`src/rtl/div_pkg.sv`:
```
// div_pkg
// Shared definitions for the sequential restoring divider.
//   div_state_t : FSM state encoding (IDLE, CALC, DONE)
//   DIV_WIDTH   : default operand/result width
//   DIV_CNT_W   : iteration counter width for the default width
package div_pkg;

    typedef enum logic [1:0] {
        IDLE = 2'd0,
        CALC = 2'd1,
        DONE = 2'd2
    } div_state_t;

    localparam int DIV_WIDTH = 4;
    localparam int DIV_CNT_W = $clog2(DIV_WIDTH);

endpackage

```
`src/rtl/div_step.sv`:
```
// div_step
// One restoring-division iteration: shift the partial remainder left,
// bring in the next dividend bit, trial-subtract the divisor and keep
// the difference only when it did not go negative.
// Ports:
//   p_in         : partial remainder entering the iteration (WIDTH bits)
//   dividend_bit : next dividend bit, MSB first
//   divisor      : divisor magnitude
//   p_out        : partial remainder leaving the iteration
//   q_bit        : quotient bit produced by this iteration
module div_step
#(
    parameter int WIDTH = 4
)
(
    input  logic [WIDTH-1:0] p_in,
    input  logic             dividend_bit,
    input  logic [WIDTH-1:0] divisor,
    output logic [WIDTH-1:0] p_out,
    output logic             q_bit
);

    logic [WIDTH:0] shifted;
    logic [WIDTH:0] trial;

    // The partial remainder is always below the divisor, so it fits in
    // WIDTH bits; the shift needs one extra bit so the trial subtraction
    // can expose a borrow in its MSB.
    always_comb begin
        shifted = {p_in, dividend_bit};
        trial   = shifted - {1'b0, divisor};
        q_bit   = ~trial[WIDTH];
        p_out   = q_bit ? trial[WIDTH-1:0] : shifted[WIDTH-1:0];
    end

endmodule

```
`src/rtl/seq_divider.sv`:
```
// seq_divider
// Multi-cycle restoring divider. A start pulse while not busy latches the
// operands; WIDTH iterations later a one-cycle done pulse presents the
// quotient and remainder, which are held until the next accepted start.
// Dividing by zero skips the iterations and reports on the next cycle.
// Ports:
//   clk, rst     : clock and synchronous active-high reset
//   start        : request, accepted only when busy is low
//   dividend     : numerator, sampled on accept
//   divisor      : denominator, sampled on accept
//   busy         : high while iterating
//   done         : one-cycle pulse, results valid
//   quotient     : result, held until the next accept
//   remainder    : result, held until the next accept
//   div_by_zero  : divisor was zero, held with the results
// Build option:
//   DIV_SIGNED_EN : treat operands as two's complement (truncating
//                   division, remainder follows dividend sign)
module seq_divider
    import div_pkg::*;
#(
    parameter int WIDTH = DIV_WIDTH
)
(
    input  logic             clk,
    input  logic             rst,
    input  logic             start,
    input  logic [WIDTH-1:0] dividend,
    input  logic [WIDTH-1:0] divisor,
    output logic             busy,
    output logic             done,
    output logic [WIDTH-1:0] quotient,
    output logic [WIDTH-1:0] remainder,
    output logic             div_by_zero
);

    localparam int              CNT_W    = $clog2(WIDTH);
    localparam logic [CNT_W-1:0] LAST_CNT = CNT_W'(WIDTH - 1);

    div_state_t       state;
    div_state_t       state_next;
    logic [CNT_W-1:0] cnt;
    logic [WIDTH-1:0] p_reg;
    logic [WIDTH-1:0] dvd_reg;
    logic [WIDTH-1:0] dvs_reg;
    logic             neg_q;
    logic             neg_r;

    logic             accept;
    logic             last_iter;
    logic             divisor_zero;
    logic             dividend_neg;
    logic             divisor_neg;
    logic [WIDTH-1:0] dividend_mag;
    logic [WIDTH-1:0] divisor_mag;
    logic [WIDTH-1:0] step_p;
    logic             step_q;
    logic [WIDTH-1:0] q_raw;
    logic [WIDTH-1:0] q_fixed;
    logic [WIDTH-1:0] r_fixed;

`ifdef DIV_SIGNED_EN
    assign dividend_neg = dividend[WIDTH-1];
    assign divisor_neg  = divisor[WIDTH-1];
`else
    assign dividend_neg = 1'b0;
    assign divisor_neg  = 1'b0;
`endif

    // The core only ever sees magnitudes; the most-negative value maps to
    // itself, which is still its correct unsigned magnitude.
    assign dividend_mag = dividend_neg ? (~dividend + 1'b1) : dividend;
    assign divisor_mag  = divisor_neg  ? (~divisor  + 1'b1) : divisor;
    assign divisor_zero = (divisor == '0);

    assign accept    = start && (state != CALC);
    assign last_iter = (state == CALC) && (cnt == LAST_CNT);

    div_step #(
        .WIDTH (WIDTH)
    ) u_step (
        .p_in         (p_reg),
        .dividend_bit (dvd_reg[WIDTH-1]),
        .divisor      (dvs_reg),
        .p_out        (step_p),
        .q_bit        (step_q)
    );

    // The dividend register shifts out its MSB each iteration while the new
    // quotient bit enters at the LSB, so after the last iteration it holds
    // the full quotient; q_raw is that final value one cycle early.
    assign q_raw   = {dvd_reg[WIDTH-2:0], step_q};
    assign q_fixed = neg_q ? (~q_raw + 1'b1) : q_raw;
    assign r_fixed = neg_r ? (~step_p + 1'b1) : step_p;

    always_ff @(posedge clk) begin
        if (rst) begin
            state <= IDLE;
        end else begin
            state <= state_next;
        end
    end

    // Next state and status flags; a start in DONE is accepted directly so
    // divisions can run back to back.
    always_comb begin
        state_next = state;
        busy       = 1'b0;
        done       = 1'b0;
        case (state)
            IDLE: begin
                if (start) begin
                    state_next = divisor_zero ? DONE : CALC;
                end
            end
            CALC: begin
                busy = 1'b1;
                if (cnt == LAST_CNT) begin
                    state_next = DONE;
                end
            end
            DONE: begin
                done = 1'b1;
                if (start) begin
                    state_next = divisor_zero ? DONE : CALC;
                end else begin
                    state_next = IDLE;
                end
            end
            default: begin
                state_next = IDLE;
            end
        endcase
    end

    // Datapath: operand capture on accept, one iteration per CALC cycle,
    // sign-corrected results loaded on the final iteration.
    always_ff @(posedge clk) begin
        if (rst) begin
            cnt         <= '0;
            p_reg       <= '0;
            dvd_reg     <= '0;
            dvs_reg     <= '0;
            neg_q       <= 1'b0;
            neg_r       <= 1'b0;
            quotient    <= '0;
            remainder   <= '0;
            div_by_zero <= 1'b0;
        end else if (accept) begin
            cnt     <= '0;
            p_reg   <= '0;
            dvd_reg <= dividend_mag;
            dvs_reg <= divisor_mag;
            neg_q   <= dividend_neg ^ divisor_neg;
            neg_r   <= dividend_neg;
            if (divisor_zero) begin
                quotient    <= '1;
                remainder   <= dividend;
                div_by_zero <= 1'b1;
            end else begin
                quotient    <= '0;
                remainder   <= '0;
                div_by_zero <= 1'b0;
            end
        end else if (state == CALC) begin
            p_reg   <= step_p;
            dvd_reg <= q_raw;
            if (last_iter) begin
                cnt       <= '0;
                quotient  <= q_fixed;
                remainder <= r_fixed;
            end else begin
                cnt <= cnt + 1'b1;
            end
        end
    end

endmodule

```
`config.mk`:
```
export PLATFORM = sky130hd
export DESIGN_NAME = seq_divider
export DESIGN_NICKNAME = d
export VERILOG_FILES = /design/src/rtl/div_pkg.sv /design/src/rtl/div_step.sv /design/src/rtl/seq_divider.sv
export SDC_FILE = /design/constraint.sdc
export NUM_CORES = 1
export LEC_CHECK = 0
export BUFFER_PORTS_ARGS = -buffer_cell sky130_fd_sc_hd__buf_2
export CAP_MARGIN = 15
export CORE_ASPECT_RATIO = 0.7
export CORE_MARGIN = 3
export CORE_UTILIZATION = 40
export CTS_BUF_LIST = sky130_fd_sc_hd__clkbuf_8 sky130_fd_sc_hd__clkbuf_16
export DETAILED_ROUTE_END_ITERATION = 7
export GPL_TIMING_DRIVEN = 0
export MAX_ROUTING_LAYER = met4
export PLACE_DENSITY_LB_ADDON = 0.2
export SYNTH_ARGS = -nofsm -noshare
export SYNTH_HDL_FRONTEND = slang
export SYNTH_SLANG_ARGS = --single-unit
```
`constraint.sdc`:
```
create_clock -name clk -period 3.18 [get_ports clk]
set_input_delay 0.318 -clock clk [delete_from_list [all_inputs] [get_ports clk]]
set_output_delay 0.318 -clock clk [all_outputs]
set_load 0.02 [all_outputs]
```
== Yosys cells after proc, flatten, opt, wreduce, memory -nomap -nowiden ==
Cells that the tools add are included.
Storage, ports and cells
  flip-flop bits (word level): 25
  output and inout port bits: 11
  logic and storage cells: 46
Operators by class
  add/subtract/negate cells: 2
  eq/ne operators: 6
  multiplexer cells: 20
  bitwise operators: 1
  reductions and logical operators: 9
Operator list (number)
  $mux 4: 11
  $mux 2: 5
  $pmux 2 s3: 1
  $sub 5x4->5: 1
  $eq 2x2->1 const B: 2
  $logic_not 4->1: 1
  $ne 2x2->1 const B: 2
  $reduce_and 2->1: 2
  $reduce_bool 2->1: 2
  $mux 1: 3
  $add 2x1->2 const B: 1
  $eq 2x1->1 const B: 1
  $logic_and 1x1->1: 2
  $logic_not 2->1: 1
  $ne 2x1->1 const B: 1
  $reduce_or 2->1: 1
  $not 1->1: 1

== Depth between registers and ports, before layout ==
  depth after elaboration: 5
  mapped depth: 8
  mapped depth without buffers: 8

== Hierarchy ==
A second synthesis with hierarchy kept.
Unflattened totals
  cells, all modules: 148
  area total of the unflattened synthesis: 1266.2 um^2
By module, submodules not included
  seq_divider: times used 1, cells an instance 124, area an instance 1064.8 um^2, seq. area each 500.5 um^2
  div_step: times used 1, cells an instance 24, area an instance 201.4 um^2, seq. area each 0.0 um^2

== Least setup slack after synthesis ==
Ideal clock, no wire load.
  path kind: reg2reg
  start point: reg dvd_reg[3]
  end point: reg remainder[2]
  data arrival time: 2104 ps
  data required time: 3077 ps
  path slack: 973 ps
  stages on the path, launching flop included: 9
  buffers on the path: 0
  period minus slack after synthesis: 2207 ps
  path through: dfxtp_1 -> inv_1 -> ha_1 -> fa_1 -> nand2b_2 -> a21oi_4 -> xor2_4 -> mux2i_1 -> a2111oi_2
Between the ends
  word-level cells in the longest chain between the ends: 5
RTL lines
  start: declaration: RTL line seq_divider.sv:44  | logic [WIDTH-1:0] dvd_reg;
  start signal: assignment: RTL line seq_divider.sv:152  | dvd_reg <= dividend_mag;
  start signal: assignment: RTL line seq_divider.sv:167  | dvd_reg <= q_raw;
  $sub 5x4->5: RTL line div_step.sv:31  | trial = shifted - {1'b0, divisor};
  $mux 4: RTL line div_step.sv:33  | p_out = q_bit ? trial[WIDTH-1:0] : shifted[WIDTH-1:0];
  $mux 4: RTL line seq_divider.sv:168  | if (last_iter) begin
  $mux 4: RTL line seq_divider.sv:165  | end else if (state == CALC) begin
  $mux 4: RTL line seq_divider.sv:149  | end else if (accept) begin
  end signal: assignment: RTL line seq_divider.sv:158  | remainder <= dividend;
  end signal: assignment: RTL line seq_divider.sv:171  | remainder <= r_fixed;
  end: declaration: RTL line seq_divider.sv:33  | output logic [WIDTH-1:0] remainder,
Every way passes these cells. The select of a mux whose other input is x is not followed.
A chain may end at the register's enable or synchronous reset.

== Worst setup path in the final report ==
Ends and elaborated chain as after synthesis.

==> flow_summary.json <==
{
  "status": "finished, final reports clean",
  "clockBufferDepth": 2,
  "slowest_stage": "fa_1",
  "clock_sinks": 25,
  "hold_viol": 0,
  "synth-seq-cells": 25,
  "syn_avg_cell_area_sq_um": 8.50,
  "holdPathStages": 3,
  "ys_types": 38,
  "slew_headroom_pct": 50.3,
  "seq_area_frac_synth_pct": 37.5,
  "maxSlewViolCount": 0,
  "drc": 0,
  "skew_ps": 1.73,
  "path_class": "flip-flop to flip-flop",
  "post-synth-top-area-cell": "dfxtp_1",
  "ff2ff_path_depth": 8,
  "ir_worst_vdd_mv": 0.223,
  "syn_area_sq_um": 1340,
  "postRouteAntennaNets": 0,
  "cts.htree.levels": 1,
  "grtUsageTotal_pct": 18.2,
  "hold_class": "primary input to flip-flop",
  "synth_area_leaders": "dfxtp_1 (37%), nor2_1 (6.7%), a21oi_1 (6.0%)",
  "max_freq_mhz": 392,
  "overflow": 0,
  "hold_path_end": "dvs_reg[2]$_SDFFE_PP0P_",
  "crit_chain": "inv_1 > ha_1 > fa_1 > nand2b_2 > a21oi_4 > xor2_4 > mux2i_1 > a2111oi_2",
  "numCtsBuffers": 3,
  "cts_resized": 0,
  "die_area_sq_um": 4080,
  "grt_first_pass_wirelength_mm": 5.35,
  "grt_pass1_vias": 1107,
  "drive_gt1_share_pct": 20.4,
  "final_cell_mix": "dfxtp_1 (25), nor2_1 (24), buf_2 (23)",
  "leakagePower_nw": 0.664,
  "crit_fanout": 7,
  "synthesis.instances": 157,
  "clk_pin_slew_ps": 90,
  "vias_per_cell": 5.58,
  "timing.rr.start": "dvd_reg[3]$_SDFFE_PP0P_",
  "cp-start-kind": "flip-flop",
  "cp.arrival_ps": 2720,
  "place_hpwl_mm": 2.55,
  "via_count": 1211,
  "n_fill_cell": 297,
  "finalSetupTns_ps": 0,
  "synth_warnings": 0,
  "cp-end-kind": "flip-flop",
  "port_buffers": 20,
  "finalSetupViolations": 0,
  "layout.nets": 199,
  "min_from": "divisor[2]",
  "hold_buffers": 0,
  "timing.rr.end": "remainder[2]$_SDFFE_PP0P_",
  "cts_root_buf": "clkbuf_8",
  "worst_slew_pin_slew_ps": 739,
  "core_sq_um": 2980,
  "antenna_found_initial": 0,
  "start_util_pct": 44.8,
  "fin_crit_sh_pct": 80.2,
  "power_density_nw_per_um2": 509,
  "max_stage_delay_ps": 400,
  "wl_mm": 3.29,
  "period_minus_slack_ps": 2550,
  "maxCapViolCount": 0,
  "drt_iter0_drc": 88,
  "die_h_microns": 54.3,
  "synth_top_area_share_pct": 37.5,
  "area.growth.synth_to_final_pct": 14.3,
  "final_common_cell": "dfxtp_1",
  "firstDrtPassIters": 4,
  "finalWeightedCongestion": 0.901,
  "die_w_microns": 75.1,
  "cts_setup_buffers": 0,
  "ios": 22,
  "cts_tree": "yes",
  "synth_nets": 174,
  "fp-row-count": 16,
  "rsz0062_at_grt": "false",
  "r2r_slack_ps": 630,
  "grt_max_degree": 15,
  "crit_required_ps": 3350,
  "antenna_cells": 0,
  "p_total_mw": 0.777,
  "wire_per_inst_microns": 15.2,
  "clkLatencyLatePin_ps": 270
}
==> where the power goes <==
group	internal (mW)	switching (mW)	total, mW	leakage (nW)
registers	0.339	0.0190	0.358	0.206
clock network	0.0876	0.0997	0.187	0.0255
logic	0.0888	0.143	0.232	0.433
==> layout make-up <==
class / instances / area (sq um) / area share, %
Timing Repair Buffer: 20 / 100 / 6.56
Clock inverter: 1 / 5.00 / 0.328
Sequential cell: 25 / 500 / 32.8
Inverter: 7 / 26.3 / 1.72
Buffer: 9 / 41.3 / 2.70
Clock buffer: 3 / 41.3 / 2.70
Multi-Input combinational cell: 116 / 767 / 50.2
Tap cell: 36 / 45.0 / 2.95
==> layer usage <==
layer	part of all wire [%]	global-route usage, %	routed length (microns)	vias to the layer above
met4	0.61	5.03	20	0
li1	-	-	-	600
met3	5.2	4.59	172	4
met1	53	26.3	1750	571
met5	0	-	0	-
met2	41	24.9	1350	36
==> worst max path at each step <==
stage / from / to / slack (ps) / depth (start not counted)
after global routing: dvd_reg[3]$_SDFFE_PP0P_ / remainder[2]$_SDFFE_PP0P_ / 520 / 8
after CTS: dvd_reg[3]$_SDFFE_PP0P_ / remainder[2]$_SDFFE_PP0P_ / 640 / 8
final: dvd_reg[3]$_SDFFE_PP0P_ / remainder[2]$_SDFFE_PP0P_ / 630 / 8
after detailed placement: dvd_reg[3]$_SDFFE_PP0P_ / remainder[2]$_SDFFE_PP0P_ / 670 / 8
after global placement: dvd_reg[3]$_SDFFE_PP0P_ / remainder[2]$_SDFFE_PP0P_ / 720 / 8
after floorplan: dvd_reg[3]$_SDFFE_PP0P_ / remainder[2]$_SDFFE_PP0P_ / 970 / 8
==> synth_stat cells <==
library cell  instances
or3_1                 1
and2_1                1
mux2i_1               7
a32oi_1               1
buf_2                 3
a31oi_1               2
xnor2_1               1
mux2_2                3
and3b_1               1
a2111oi_2             1
a21oi_1              16
a211oi_1              5
or4_1                 1
buf_4                 1
nor2_1               24
a21oi_4               1
xor2_4                1
nand2b_2              1
clkbuf_1              5
nand2_1              13
a311oi_1              3
and3_2                2
nor3_1                6
o32a_1                1
fa_1                  1
xor2_1                1
nor2b_1               3
o31a_1                2
nand3b_1              1
o21ai_0               3
inv_1                 7
nand2b_1              1
nor4_1                1
ha_1                  5
nand3_1               3
and3_1                2
dfxtp_1              25
a41oi_1               1
==> cell families after synthesis <==
family | count (synthesis) | synth area share, %
flip-flops | 25 | 37.5
AO/OA/AOI/OAI | 36 | 18.6
AND/OR/NAND/NOR | 61 | 21.6
adder cells (fa/ha/maj) | 6 | 6.19
multiplexers | 10 | 7.78
XOR/XNOR | 3 | 3.37
buffers and inverters | 16 | 5.06
==> critical path, delay by kind of cell, from the launching register on <==
family,cells,cell delay (ps)
XOR/XNOR,1,310
flip-flops,1,380
AND/OR/NAND/NOR,1,210
AO/OA/AOI/OAI,2,660
adder cells (fa/ha/maj),2,610
buffers and inverters,1,80
multiplexers,1,180
==> stage by stage <==
stage          utilization (%)  hold slack [ps]  cell area, sq um  setup slack, ps  std cells
2_1_floorplan                -              394              1340              973        157
3_5_place_dp              49.6              451              1480              673        213
6_report                  51.2              300              1530              631        217
4_1_cts                   51.2              295              1530              636        217
3_3_place_gp              49.6              447              1480              718        213
5_1_grt                   51.2              294              1530              523        217
(Power assumes the default switching activity.)
